### src/rtl/timer_pkg.sv
// Shared constants for the BCD timer blocks.
//   BCD_UNIT_MAX : largest units digit (9)
//   BCD_TENS_MAX : largest tens digit for a modulo-60 count (5)
//   BCD_ZERO     : digit reset / wrap target
package timer_pkg;
  localparam logic [3:0] BCD_UNIT_MAX = 4'd9;
  localparam logic [3:0] BCD_TENS_MAX = 4'd5;
  localparam logic [3:0] BCD_ZERO     = 4'd0;

  // Clamp a raw 4-bit digit to [0, lim].
  function automatic logic [3:0] bcd_clamp(input logic [3:0] d, input logic [3:0] lim);
    return (d > lim) ? lim : d;
  endfunction
endpackage

### src/rtl/timer60_bcd_digit_counter.sv
// Single BCD digit counter with load, enable and up/down direction.
// Ports:
//   clk, rst       : rising-edge clock, async active-high reset (value -> 0)
//   load, ld_val   : synchronous load of ld_val (caller guarantees range)
//   en, up         : step enable and direction (1 = up)
//   max            : largest value of this digit
//   value          : registered digit
//   wrap           : combinational, high when the step taken this cycle wraps
//                    (max->0 up, 0->max down)
module bcd_digit_counter
  import timer_pkg::*;
(
  input  logic       clk,
  input  logic       rst,
  input  logic       load,
  input  logic [3:0] ld_val,
  input  logic       en,
  input  logic       up,
  input  logic [3:0] max,
  output logic [3:0] value,
  output logic       wrap
);
  logic [3:0] value_q, value_d;
  logic       at_edge;

  always_comb begin
    // >= rather than == so an out-of-range value still falls back into range
    at_edge = up ? (value_q >= max) : (value_q == BCD_ZERO);
    wrap    = en & at_edge;
    value_d = value_q;
    if (load)
      value_d = ld_val;
    else if (en) begin
      if (up) value_d = at_edge ? BCD_ZERO : value_q + 4'd1;
      else    value_d = at_edge ? max      : value_q - 4'd1;
    end
  end

  always_ff @(posedge clk or posedge rst) begin
    if (rst) value_q <= BCD_ZERO;
    else     value_q <= value_d;
  end

  assign value = value_q;
endmodule

### src/rtl/timer60.sv
// Two-digit BCD modulo-60 counter (00..59) with load, up/down, start/pause/stop
// gating and registered wrap carry pulses. carry60[1] rising edge is usable
// as the clock of a cascaded instance (seconds -> minutes).
// Ports:
//   Clk, reset        : rising-edge clock, async active-high reset
//   set_time          : load init digits (only while start=0, stop=0)
//   UpOrDown          : 1 = up, 0 = down
//   start/pause/stop  : count enable, temporary freeze, terminal freeze
//   Init_unitvalue    : init units digit (clamped to 9)
//   Init_dozenvalue   : init tens digit (clamped to 5)
//   Init_value60      : combinational {Init_dozenvalue, Init_unitvalue}
//   Count60           : registered {tens, units}
//   carry60           : [0] units wrap pulse, [1] full 60 wrap pulse
module timer60
  import timer_pkg::*;
(
  input  logic       Clk,
  input  logic       reset,
  input  logic       set_time,
  input  logic       UpOrDown,
  input  logic       start,
  input  logic       stop,
  input  logic       pause,
  input  logic [3:0] Init_unitvalue,
  input  logic [3:0] Init_dozenvalue,
  output logic [7:0] Init_value60,
  output logic [7:0] Count60,
  output logic [1:0] carry60
);
  logic       step, load;
  logic       unit_wrap, tens_wrap;
  logic [3:0] units, tens;
  logic [1:0] carry_q, carry_d;

  // stop dominates everything; start blocks loading even when paused
  assign step = ~stop & start & ~pause;
  assign load = ~stop & ~start & set_time;

  assign Init_value60 = {Init_dozenvalue, Init_unitvalue};

  bcd_digit_counter u_units (
    .clk    (Clk),
    .rst    (reset),
    .load   (load),
    .ld_val (bcd_clamp(Init_unitvalue, BCD_UNIT_MAX)),
    .en     (step),
    .up     (UpOrDown),
    .max    (BCD_UNIT_MAX),
    .value  (units),
    .wrap   (unit_wrap)
  );

  // tens only moves when the units digit wraps, so its wrap is the full 60 wrap
  bcd_digit_counter u_tens (
    .clk    (Clk),
    .rst    (reset),
    .load   (load),
    .ld_val (bcd_clamp(Init_dozenvalue, BCD_TENS_MAX)),
    .en     (unit_wrap),
    .up     (UpOrDown),
    .max    (BCD_TENS_MAX),
    .value  (tens),
    .wrap   (tens_wrap)
  );

  assign carry_d = {tens_wrap, unit_wrap};

  always_ff @(posedge Clk or posedge reset) begin
    if (reset) carry_q <= 2'b00;
    else       carry_q <= carry_d;
  end

  assign Count60 = {tens, units};
  assign carry60 = carry_q;
endmodule

### config.mk
export PLATFORM = sky130hd
export DESIGN_NAME = timer60
export DESIGN_NICKNAME = d
export VERILOG_FILES = /design/src/rtl/timer_pkg.sv /design/src/rtl/timer60_bcd_digit_counter.sv /design/src/rtl/timer60.sv
export SDC_FILE = /design/constraint.sdc
export NUM_CORES = 1
export LEC_CHECK = 0
export CORE_ASPECT_RATIO = 0.75
export CORE_MARGIN = 4
export CORE_UTILIZATION = 41
export CTS_CLUSTER_DIAMETER = 60
export DETAILED_ROUTE_END_ITERATION = 10
export HOLD_SLACK_MARGIN = 0.15
export PLACE_DENSITY_LB_ADDON = 0.2
export SLEW_MARGIN = 20
export SYNTH_ARGS = -nofsm -noshare
export SYNTH_HDL_FRONTEND = slang
export SYNTH_SLANG_ARGS = --single-unit
### constraint.sdc
create_clock -name Clk -period 1.86 [get_ports Clk]
set_input_delay 0.372 -clock Clk [delete_from_list [all_inputs] [get_ports Clk]]
set_output_delay 0.372 -clock Clk [all_outputs]
set_load 0.02 [all_outputs]
==> results of run 1 <==
layout make-up:
class / instances / area share, %
flip-flops and latches: 10 / 16.7
well taps: 32 / 2.62
clock buffers: 4 / 2.38
multi-input cells: 81 / 39.8
repair buffers: 61 / 36.1
inverters: 10 / 2.46
cells in the final DEF, fill, tap and decap left out, types with 2 or more instances in the layout:
cell type and count:
sky130_fd_sc_hd__o21ai_0 8, sky130_fd_sc_hd__o22ai_1 2, sky130_fd_sc_hd__dlymetal6s2s_1 5, sky130_fd_sc_hd__dfrtp_2 4, sky130_fd_sc_hd__nor2b_1 3, sky130_fd_sc_hd__a311o_1 2, sky130_fd_sc_hd__clkbuf_4 3, sky130_fd_sc_hd__dfrtp_1 6
sky130_fd_sc_hd__mux2i_1 2, sky130_fd_sc_hd__o2bb2ai_1 2, sky130_fd_sc_hd__a21oi_1 6, sky130_fd_sc_hd__a21o_1 2, sky130_fd_sc_hd__inv_2 2, sky130_fd_sc_hd__clkdlybuf4s50_1 27, sky130_fd_sc_hd__a31oi_1 4, sky130_fd_sc_hd__nor3b_1 2
sky130_fd_sc_hd__inv_1 8, sky130_fd_sc_hd__nor2_1 10, sky130_fd_sc_hd__a211oi_1 3, sky130_fd_sc_hd__ha_1 7, sky130_fd_sc_hd__buf_4 29, sky130_fd_sc_hd__nand2_1 4
per-layer routing:
layer  GRT usage, %  wire length [um]  share of wire (%)  vias up
met5              0                 0                  0        -
met4           6.67                31                1.2        0
met3           5.58               227                8.5        6
met2           28.3              1150                 43       57
met1           23.4              1250                 47      472
li1               -                 -                  -      523
timing repair:
action,in CTS,in global routing
pin swaps,0,1
endpoints found under the setup margin,1,10
gates resized for setup,1,11
buffers inserted,0,2
hold endpoints to repair,0,0
state kept, by name (all words and copies together) (netlist names):
name / cells
carry60: 2
u_units.value: 4
u_tens.value: 4
kinds of logic (layout without fill, tap and decap cells):
family	Yosys count	in the layout	synth area share, %
buffers and inverters	23	75	12.9
xor gates and xnor gates	1	1	0.900
AOI/OAI and AO/OA	40	40	29.8
DFF	10	10	25.7
and+or+nand+nor	30	30	18.5
adders and majority gates	7	7	9.00
muxes	3	3	3.21
power groups by stage:
stage / Sequential, mW / Combinational (mW) / Clock [mW]
2_1_floorplan: 0.438 / 0.495 / 0
3_3_place_gp: 0.371 / 0.929 / 0
3_5_place_dp: 0.380 / 0.953 / 0
4_1_cts: 0.377 / 0.962 / 0.207
5_1_grt: 0.397 / 1.09 / 0.221
6_report: 0.383 / 0.989 / 0.200
worst paths after layout:
check / from / end / slack (ps) / cells past startpoint
worst min register to register: u_tens.value[0]$_DFFE_PP0P_ / u_tens.value[0]$_DFFE_PP0P_ / 590 / 1
worst min-delay path: reset / u_tens.value[1]$_DFFE_PP0P_ / 370 / 2
worst max register to register: u_units.value[0]$_DFFE_PP0P_ / u_units.value[2]$_DFFE_PP0P_ / 80 / 7
worst max-delay path: Init_unitvalue[3] / Init_value60[3] / 30 / 2
max in group asynchronous: reset / u_tens.value[3]$_DFFE_PP0P_ / 1190 / 2
min in group Clk: u_tens.value[0]$_DFFE_PP0P_ / u_tens.value[0]$_DFFE_PP0P_ / 590 / 1
through the flow:
step           power [mW]  utilization (%)
2_1_floorplan       0.934                -
3_3_place_gp         1.30             67.9
3_5_place_dp         1.33             67.9
4_1_cts              1.55             69.8
5_1_grt              1.71             71.4
6_report             1.57             71.4
==> reports/summary.md, run 1 <==
Including well taps, the total number of placed cells is 192. After legalization and detailed placement, the total HPWL measured 2110 um. The largest net degree at the start of global routing is 13. The run gives 1530 um^2 as the post-route cell area. The final critical-path setup slack was 33.0 ps; the clock transition at the registers of the reported paths was 70 ps. The global placement routability congestion is 0.867, and the first-iteration detailed-routing DRC count is 55.

CTS sink count: 10. The kind of capture point of the worst setup path is a primary output. For the clock tree buffer depth, the log shows 2. The cell count after synthesis is 114. The kind of cell with the highest combined delay along the critical path is buffers and inverters.

The post-synthesis net count is 136, and the sequential fraction of the synthesis area is 25.7%. Ranked by instance count, the synthesized netlist is headed by sky130_fd_sc_hd__dfrtp_1 (10), sky130_fd_sc_hd__inv_1 (10), sky130_fd_sc_hd__nor2_1 (10). The tools report the multi-input logic area as 607 um^2.

In the routed design, unresolved DRC markers number 0. Subtracting the final worst setup slack from the clock period gives 1830 ps. The width of the chip is 64.3 um, and the fraction of layout cells with a size suffix above 1 is 28.9%.

Together, buffers and inverters on the worst path number 2. Setup repair after global routing could not meet its margin everywhere. Of the post-synthesis cell area, the dominant cell type holds 25.7%. The total area inside the core boundary comes to 2140 um^2. The area added between synthesis and finish is 56.8%, and the hold-fix buffer count after cts is 0. After detailed placement, the total cell area comes to 1450 um^2. Of the available clock period, the critical path in the final layout requires 98.2%. For the worst setup path, the data arrival time is 1450 ps.

The global-route usage over all layers is 18.0%. Worst min-delay path class: in -> async. CTS placed an instance of sky130_fd_sc_hd__clkbuf_4 at the clock tree root.

The power share of the sequential group is 24.4%, and the via count is 1058. Measured along the y axis, the die boundary spans 50.2 um. The worst pin sits at a relative slew slack of 69.3%. The internal power consumption is 0.913 mW, and the timing-limited maximum frequency is 547 MHz. The worst clock skew is 4.92 ps. For the leakage dissipation, the log shows 0.711 nW. The synthesized design spends more area on one cell type than any other, namely sky130_fd_sc_hd__dfrtp_1. In this run, synthesis produced a sequential element count of 10. The logs give 0.441 mV for the maximum vdd drop and 0 for the final number of max-transition violations.

The power density over the cells was 1030 nW/um^2; the number of antenna-violating nets in the routed design was 0. For this design, the slowest cell found on the critical path is sky130_fd_sc_hd__clkdlybuf4s50_1. The run gives 12.7% as the clock group share of total power.

At the pin with the least slew margin, the transition time is 455 ps. Count of input and output buffers: 32. After synthesis, the cell types taking the most area are sky130_fd_sc_hd__dfrtp_1 (26%), sky130_fd_sc_hd__ha_1 (9.0%), sky130_fd_sc_hd__buf_4 (6.2%). For the die area, the log shows 3230 um^2. At the end of the flow, the number of nets in the layout was 189. The analysis attributes to net switching a power of 0.659 mW. TritonCTS built the clock tree. Traced cell by cell, the critical path runs through clkdlybuf4s50_1 -> clkdlybuf4s50_1. Setup total negative slack on the finished layout was measured at 0 ps.

The peak per-stage delay on the critical path is 610 ps. For the I/O pin count, the log shows 33. After detailed routing, the number of vias per cell comes to 5.34. The netlist uses 43 different library cells. The worst setup path is launched from an input port. The final number of hold-violating endpoints is 0, and the setup slack at placement is -241 ps. After synthesis, the share of flip-flops with an asynchronous set or reset is 100%. The number of global-route vias before repair was 1032. After floorplanning, the core was divided into 14 placement rows. The most used flip-flop cell after synthesis is sky130_fd_sc_hd__dfrtp_1. The area occupied by registers came out at 255 um^2. Number of flops mapped to enable cells by yosys: 0. The setup violation total in the final timing report was 0.

The logs give 374 ps for the final hold slack and 973 um^2 for the post-synthesis cell area. In the final routed layout, each cell accounts on average for 13.4 um. 0 antenna diodes ended up in the layout. For the wire length of the first global-routing pass, the log shows 4570 um.

Cell with the most instances on the worst path: sky130_fd_sc_hd__clkdlybuf4s50_1. The layout has 177 filler cells. TritonCTS created 3 clock buffers.

The post-route non-filler standard cell count is 198, and the initial antenna violation count is 0. In this run the worst path has a maximum fanout of 2. The clock reaches the later pin of the worst-skew pair after 270 ps. Data on the critical path is required at its endpoint by 1490 ps. For this run, the number of Yosys warnings is 0.

The proportion of total power due to net switching came out at 41.9%. The share of total power dissipated in combinational logic is 62.9%. The run gives 0 as the sum of overflow across all layers after global routing. For this configuration, the core starts out at a cell density of 45.6%. The setup path with the least slack is of type in -> out. The maximum level of the CTS H-tree was 1; the mean post-synth cell area was 8.54 um^2. The flow ran to the end, and the final reports show no timing, DRC or antenna violations. Summed over all layers, the routed wires come to 2660 um. Across the run, the number of max-cap violations was 0. The first detailed-routing pass took 4 iterations.
Power figures use the tool's default switching activity.
==> inputs of run 2 (changes only) <==
--- a/config.mk
+++ b/config.mk
@@ -5,9 +5,8 @@
 export SDC_FILE = /design/constraint.sdc
 export NUM_CORES = 1
 export LEC_CHECK = 0
-export CORE_ASPECT_RATIO = 0.75
 export CORE_MARGIN = 4
-export CORE_UTILIZATION = 41
+export CORE_UTILIZATION = 43
 export CTS_CLUSTER_DIAMETER = 60
 export DETAILED_ROUTE_END_ITERATION = 10
 export HOLD_SLACK_MARGIN = 0.15
@@ -15,4 +14,5 @@
 export SLEW_MARGIN = 20
 export SYNTH_ARGS = -nofsm -noshare
 export SYNTH_HDL_FRONTEND = slang
+export SYNTH_HIERARCHICAL = 1
 export SYNTH_SLANG_ARGS = --single-unit
==> run 2 against run 1 <==
Against the previous run:
- the run now ends with negative setup slack left
- core utilization up 3.8 points
- cell count is 28% higher
- non-clock buffer count up 7
- total power shrank 15%
- first-iteration DRC count is 15% higher
- maximum frequency decreased by 6.6%
- die area rose by 12%
- clock power down 22%
- area after synthesis is 20% higher
- global-route usage rose by 1.2 points
- routed wire length is 23% higher
- hold slack worse by 53 ps
==> reports/summary.md, run 2 <==
Counting instances in the post-synthesis netlist gives the leading cell types as sky130_fd_sc_hd__inv_1 (20), sky130_fd_sc_hd__ha_1 (12), sky130_fd_sc_hd__nor2_1 (12). For this block, the routed nets add up to 3270 um of wire. For this run, the slowest stage of the critical path takes 430 ps. The proportion of total power due to net switching works out to 39.9%. The internal portion of the total power is 0.800 mW. The relative contribution of combinational cells to total power was 64.5%; the final net count was 252. The initial cell density of the core came out at 46.2%. In this run the worst setup path terminates at u_tens/value[2]$_DFFE_PP0P_. The area occupied by registers was 254 um^2. Setup repair after global routing could not meet its margin everywhere. For the wire length of the first global-routing pass, the log shows 5310 um. The worst min-delay path class is in -> async. Across the VDD grid, the largest voltage drop is 0.488 mV. On the final layout, the worst hold slack is 321 ps.

After detailed routing, the average wire length per cell comes to 12.9 um. In this run the deepest clock path goes through 2 buffers. Most common library cell in the layout ignoring fill and taps: sky130_fd_sc_hd__buf_4. Of the total synthesized cell area, the portion taken by XOR and XNOR cells is 6.01%. The most frequently used flop master after synthesis is sky130_fd_sc_hd__dfrtp_1.

Across the run, the number of max-cap violations was 0. The sum of overflow across all layers after global routing came out at 0. Walking the worst path, the cells encountered are inv_4 -> ha_4 -> or3b_4 -> inv_2 -> o21ai_2 -> nor2_4 -> buf_6 -> nor2b_4 -> a21boi_2 -> o32ai_2. The critical setup path kind was reg -> reg.

The run gives 33 as the distinct cell type count after synthesis. The number of core rows was 18. The run gives 10 as the CTS sink count.

At the end of routability-driven placement, the weighted congestion stood at 0.851. Counting I/O delays and the setup requirement, the final critical path takes 1960 ps. Global-route usage over all layers: 19.2%. Multiplexer share of the synthesized area: 0%. The fraction of layout cells with a size suffix above 1 works out to 28.6%.

In the synthesized netlist the async set-or-reset flop fraction comes to 100%. Sequential fraction of the synthesis area: 21.5%. The run gives 0 as the final number of hold-violating endpoints. For this design the total switching power over the nets is 0.532 mW. At the worst endpoint, the arrival time is 2090 ps. In this run the horizontal extent of the chip is 60.1 um. The critical path's slowest cell was sky130_fd_sc_hd__dfrtp_2. The I/O pin count is 33, and the leakage dissipation is 0.896 nW. In this run the power density over the cells is 702 nW/um^2. The final critical-path setup slack is -97.0 ps. The register bit total from synthesis is 10. The setup slack of the worst register-to-register path is -100 ps.

The clock transition at the registers of the reported paths works out to 70 ps. Static timing analysis puts the maximum clock frequency at 511 MHz. The number of antenna diodes in the final layout is 0. Final number of max-transition violations: 0.

The worst-path maximum fanout works out to 6. The number of clock buffers added by TritonCTS is 3. The capture instance of the worst register-to-register path was u_tens/value[2]$_DFFE_PP0P_. Of the available clock period, the critical path in the final layout requires 105%.

Total half-perimeter wirelength after legalization and detailed placement: 2530 um. The logs give 0 for the hold-fix buffer count after cts and 23.7% for the power share of the sequential group. The kind of capture point of the worst setup path is a flop. Input and output buffers added on the ports amount to 32. The initial antenna violation count is 0. The number of antenna-violating nets in the routed design was 0; the fraction of post-synthesis cell area in the top cell type by area was 21.5%. The final reports fail on negative setup slack. The required time reported for the critical path endpoint was 1990 ps; the number of flops mapped to enable cells by yosys was 0.

Number of global-route vias before repair: 1280. Largest area contributor in the netlist: sky130_fd_sc_hd__dfrtp_1. The mean post-synth cell area was 7.88 um^2.

Startpoint class of the critical path: a flop. Summing the areas of all and, or, nand and nor instances in the mapped netlist gives 22.6% of the synthesized area. sky130_fd_sc_hd__inv_1 is the most common cell in the netlist. The launch point of the critical path is u_units/value[0]$_DFFE_PP0P_. The tools report the core occupancy in the finished layout as 75.2%. The area added between synthesis and finish works out to 62.7%. The run finished, with violations left.

The worst flop-to-flop path startpoint is u_units/value[0]$_DFFE_PP0P_. For the maximum level of the CTS H-tree, the log shows 1. After synthesis, the largest family of logic cells by area is simple AND/OR/NAND/NOR gates.

The core region is 2520 um^2. Setup violations remaining at the end of the flow were counted as 4. For the filler cell count, the log shows 184. After detailed routing, the number of remaining DRC violations is 0. Counting cells, the worst reg-to-reg path comes to 10.

The cell count after synthesis was 148. The mapped netlist covers 1170 um^2. The chip height was 60.1 um; the post-synthesis share of cell area spent on full adders, half adders and majority gates was 12.9%. The number of synthesis warnings is 6, and the clock latency on the worst-skew pair is 260 ps. Root buffer selected by CTS: sky130_fd_sc_hd__clkbuf_4. The final route contains 1286 vias. In the post-synthesis netlist, the biggest area contributors are sky130_fd_sc_hd__dfrtp_1 (21%), sky130_fd_sc_hd__ha_1 (13%), sky130_fd_sc_hd__buf_4 (6.4%).

In the layout the commonest cells are sky130_fd_sc_hd__buf_4 (34), sky130_fd_sc_hd__clkdlybuf4s50_1 (27), sky130_fd_sc_hd__conb_1 (19), sky130_fd_sc_hd__inv_1 (17), sky130_fd_sc_hd__nor2_1 (11). The synthesized netlist devotes 21.2% of its cell area to compound gates. Entering global routing, the biggest net connects 11 pins. After detailed routing, the number of vias per cell comes to 5.06. The logs give 63 for the first-iteration detailed-routing DRC count and 11.8% for the clock group share of total power. The worst clock skew came out at 10.5 ps. The multi-input logic area came out at 902 um^2. The pre-antenna-repair detailed-routing pass consisted of 4 iterations.

Die area: 3610 um^2. TritonCTS built the clock tree.
## run 2: cell types whose count changed after synthesis, moves of 5 or more
cell                      previous run  this run
sky130_fd_sc_hd__o21ai_0             8         1
sky130_fd_sc_hd__inv_1              10        20
sky130_fd_sc_hd__nor3_1              0         8
sky130_fd_sc_hd__a21oi_1             7         2
sky130_fd_sc_hd__ha_1                7        12
sky130_fd_sc_hd__xnor2_1             0         6
sky130_fd_sc_hd__o21ai_1             1         6
## run 2: logic make-up after synthesis
logic type,Yosys count
AO/OA/AOI/OAI,34
XOR/XNOR,8
adder cells (fa/ha/maj),12
buffers and inverters,33
flip-flops,10
other,2
AND/OR/NAND/NOR,49
## run 2: power groups by stage
stage,registers (mW),logic (mW),clock network (mW)
floorplan,0.393,0.357,0
detailed placement,0.313,0.774,0
global placement,0.310,0.748,0
CTS,0.315,0.830,0.158
global route,0.324,0.937,0.167
finish,0.315,0.860,0.157
## run 2: worst max-delay path: cells and delay by family, from the launching register on
kind / cells / cell delay [ps]
buffers and inverters: 3 / 270
AOI/OAI and AO/OA: 3 / 320
and+or+nand+nor: 3 / 680
DFF: 1 / 430
adders and majority gates: 1 / 120
## run 2: per-stage QoR
stage	power [mW]	cells	area, um^2	setup slack (ps)	setup TNS [ps]
after floorplan	0.750	165	1260	-415	-634
after global placement	1.06	242	1740	-302	-1230
after detailed placement	1.09	242	1740	-405	-1780
after CTS	1.30	251	1850	-69.5	-106
after global routing	1.43	254	1900	-186	-512
final	1.33	254	1900	-97.0	-247
## run 2: how the worst min path moves through the flow
| stage | startpoint | end | slack, ps | depth (start not counted) |
|---|---|---|---|---|
| floorplan | reset | carry60[0]$_DFF_PP0_ | 110 | 1 |
| global placement | reset | carry60[0]$_DFF_PP0_ | 610 | 2 |
| detailed placement | reset | carry60[1]$_DFF_PP0_ | 600 | 2 |
| CTS | reset | carry60[0]$_DFF_PP0_ | 320 | 2 |
| global route | reset | carry60[0]$_DFF_PP0_ | 350 | 2 |
| finish | reset | carry60[0]$_DFF_PP0_ | 320 | 2 |
## run 2: layout make-up
class | count | area share [%]
Clock buffer | 4 | 1.39
Tap cell | 30 | 1.98
Timing Repair Buffer | 68 | 31.6
Inverter | 20 | 4.09
Sequential cell | 10 | 13.4
Multi-Input combinational cell | 122 | 47.6
## run 2: repair_timing
| item | 4_1_cts | 5_1_grt |
|---|---|---|
| gates resized for setup | 17 | 6 |
| setup buffers | 5 | 3 |
| cloned | 0 | 0 |
| endpoints found under the setup margin | 9 | 8 |
| pin swaps | 8 | 3 |
## run 2: layer usage
layer,GRT usage [%],wire length (um),vias to the layer above
met1,24.5,1420,591
li1,-,-,640
met2,33.8,1620,53
met3,1.08,187,2
met4,6.65,34,0
met5,0,0,-
==> inputs of run 3 (changes only) <==
--- a/config.mk
+++ b/config.mk
@@ -11,6 +11,7 @@
 export DETAILED_ROUTE_END_ITERATION = 10
 export HOLD_SLACK_MARGIN = 0.15
 export PLACE_DENSITY_LB_ADDON = 0.2
+export REMOVE_ABC_BUFFERS = 1
 export SLEW_MARGIN = 20
 export SYNTH_ARGS = -nofsm -noshare
 export SYNTH_HDL_FRONTEND = slang
==> run 3 against run 2 <==
Against the previous run:
- the flow still finishes with violations (negative setup slack)
- sequential share of layout area shrank 0.16 points
- clock skew shrank 1.4 ps
- non-clock buffer count shrank 2
- die area is the same
- setup slack lost 150 ps
- combinational power shrank 0.5%
- final area grew 0.20%
- hold slack lost 0.50 ps
- core utilization grew 0.15 points
- critical path type unchanged
- highest routed layer unchanged
==> reports/summary.md, run 3 (synthesized netlist as in run 2, its figures left out) <==
The final critical-path setup slack came out at -246 ps. The total area inside the core boundary comes to 2520 um^2. The logs give 1353 for the number of global-route vias before repair and 1940 um for the total length of routed met2 wires. The routed length per placed instance was 15.5 um; the I/O pin count was 33. Using the TritonRoute via totals, the vias-per-cell ratio works out to 5.34. The met1 routed wirelength after detailed routing is 1610 um. The worst setup path is launched from a flop.

The number of core rows came out at 18. The worst min-delay path class is in -> async. The total wire length after detailed routing is 3900 um. Width of the chip: 60.1 um. Setup violations remaining at the end of the flow were counted as 4. The timing-limited maximum frequency is 475 MHz, and the initial cell density of the core is 46.2%.

Power spread over the standard cell area amounts to 727 nW/um^2. TritonCTS built the clock tree. After clock tree synthesis, the clock-pin slew on the worst setup and hold paths is 70 ps. The wire-length estimate of the detail-placed layout is 2730 um.

The number of antenna-violating nets in the routed design was 0; the number of antenna repair diodes was 0. The worst clock skew is 9.08 ps, and the final hold slack is 321 ps. The maximum level of the CTS H-tree is 1.

The detailed-route DRC error count is 0. The run gives 13 as the largest net degree at the start of global routing. Fill cells in the final layout number 195.

Global routing finished with a remaining overflow of 0. The initial antenna violation count was 0; the area added between synthesis and finish was 63.0%. The tools report the clock tree buffer depth as 2. The floorplan step set the die height to 60.1 um. The root buffer selected by CTS was sky130_fd_sc_hd__clkbuf_4. The first global-routing pass estimated 6090 um of wire.

The worst-case IR drop observed on VDD is 0.480 mV. The run gives 249 um as the met3 wire length. Accumulated negative setup slack: -422 ps. The worst setup path is of the reg -> reg kind. The first TritonRoute pass finished after 7 iterations. The clock reaches the later pin of the worst-skew pair after 270 ps. The final route contains 1345 vias. Cells with a size suffix above 1 make up 27.9% of the layout. In the layout the commonest cells are sky130_fd_sc_hd__buf_4 (31), sky130_fd_sc_hd__clkdlybuf4s50_1 (24), sky130_fd_sc_hd__conb_1 (19), sky130_fd_sc_hd__inv_1 (17), sky130_fd_sc_hd__ha_1 (11). The logs give 0.906 nW for the leakage dissipation and 3 for the number of buffers added by the clock tree synthesis step. Along the worst path, the maximum fanout reaches 3. The final reports fail on negative setup slack.

For the global placement routability congestion, the log shows 0.915. The final number of max-transition violations came out at 0. The count of input and output buffers is 32. CTS saw 10 sinks. For the worst setup path, the data arrival time is 2280 ps. Most common library cell in the layout ignoring fill and taps: sky130_fd_sc_hd__buf_4. The shortest clock period the worst path allows after layout is 2110 ps, and the total power is 1.38 mW. Dividing the final minimum period by the clock period gives 113%.

The number of violations of the max-capacitance limit is 0. Kind of capture point of the worst setup path: a flop. For the global-route usage over all layers, the log shows 23.3%. Setup repair after global routing could not meet its margin everywhere. For the worst setup path, the data required time is 2040 ps. The run gives 250 as the final net count.

The floorplan step defined a die boundary enclosing 3610 um^2. Signal routing reaches up to met4. The final number of hold-violating endpoints is 0. The tools report the first-iteration detailed-routing DRC count as 51. The flow ran to the end, but the final reports show violations.
-- run 3: cell types whose count changed in the layout (fill, tap and decap cells not counted), moves of 2 or more --
cell                              before  now
sky130_fd_sc_hd__clkdlybuf4s50_1      27   24
sky130_fd_sc_hd__dfrtp_2               3    1
sky130_fd_sc_hd__dlygate4sd2_1         3    5
sky130_fd_sc_hd__buf_4                34   31
sky130_fd_sc_hd__nor2_2                1    3
sky130_fd_sc_hd__dfrtp_1               7    9
-- run 3: repair_timing --
| action | CTS | global route |
|---|---|---|
| pin swaps | 9 | 7 |
| setup buffers | 4 | 2 |
| hold buffers | 0 | 0 |
| endpoints found under the setup margin | 8 | 11 |
| gates resized for setup | 20 | 17 |
-- run 3: layer usage --
metal / track usage, % / up-vias
met5: 0 / -
met4: 11.4 / 0
met3: 3.89 / 8
met2: 38.1 / 59
met1: 29.5 / 644
li1: - / 634
-- run 3: where the power goes --
part           switching, mW  leakage (nW)  internal [mW]
clock                 0.0809        0.0210          0.119
sequential            0.0638         0.114          0.261
combinational          0.418         0.771          0.438
-- run 3: final timing paths --
path / from / end / slack (ps) / cells past startpoint
max: u_units/value[0]$_DFFE_PP0P_ / u_tens/value[2]$_DFFE_PP0P_ / -250 / 9
min: reset / carry60[1]$_DFF_PP0_ / 320 / 2
max reg2reg: u_units/value[0]$_DFFE_PP0P_ / u_tens/value[2]$_DFFE_PP0P_ / -250 / 9
min reg2reg: u_units/value[0]$_DFFE_PP0P_ / u_units/value[0]$_DFFE_PP0P_ / 730 / 3
max in group asynchronous: reset / u_units/value[1]$_DFFE_PP0P_ / 1300 / 2
min in group Clk: u_units/value[0]$_DFFE_PP0P_ / u_units/value[0]$_DFFE_PP0P_ / 730 / 3
-- run 3: final cells by class --
type	count	area, um^2	share of cell area (%)
Multi-Input combinational cell	122	903	47.5
Timing Repair Buffer	66	597	31.4
Sequential cell	10	251	13.2
Inverter	20	75.1	3.95
Tap cell	30	37.5	1.97
Clock buffer	4	36.3	1.91
-- run 3: worst max-delay path, stage by stage (launching register included) --
cell,delay [ps]
sky130_fd_sc_hd__dfrtp_1,400
sky130_fd_sc_hd__inv_2,100
sky130_fd_sc_hd__ha_4,130
sky130_fd_sc_hd__or3b_4,390
sky130_fd_sc_hd__inv_2,60
sky130_fd_sc_hd__o21ai_2,50
sky130_fd_sc_hd__nor2_2,130
sky130_fd_sc_hd__nor3_2,80
sky130_fd_sc_hd__or4_4,560
sky130_fd_sc_hd__o32ai_4,120
-- run 3: metrics by stage --
stage | utilization, % | setup WS, ps | cells | area, um^2
after floorplan | - | -621 | 152 | 1130
after global placement | 68.0 | -231 | 242 | 1710
after detailed placement | 68.0 | -364 | 242 | 1710
after CTS | 72.4 | -112 | 250 | 1830
after global routing | 75.3 | -334 | 252 | 1900
final | 75.3 | -246 | 252 | 1900
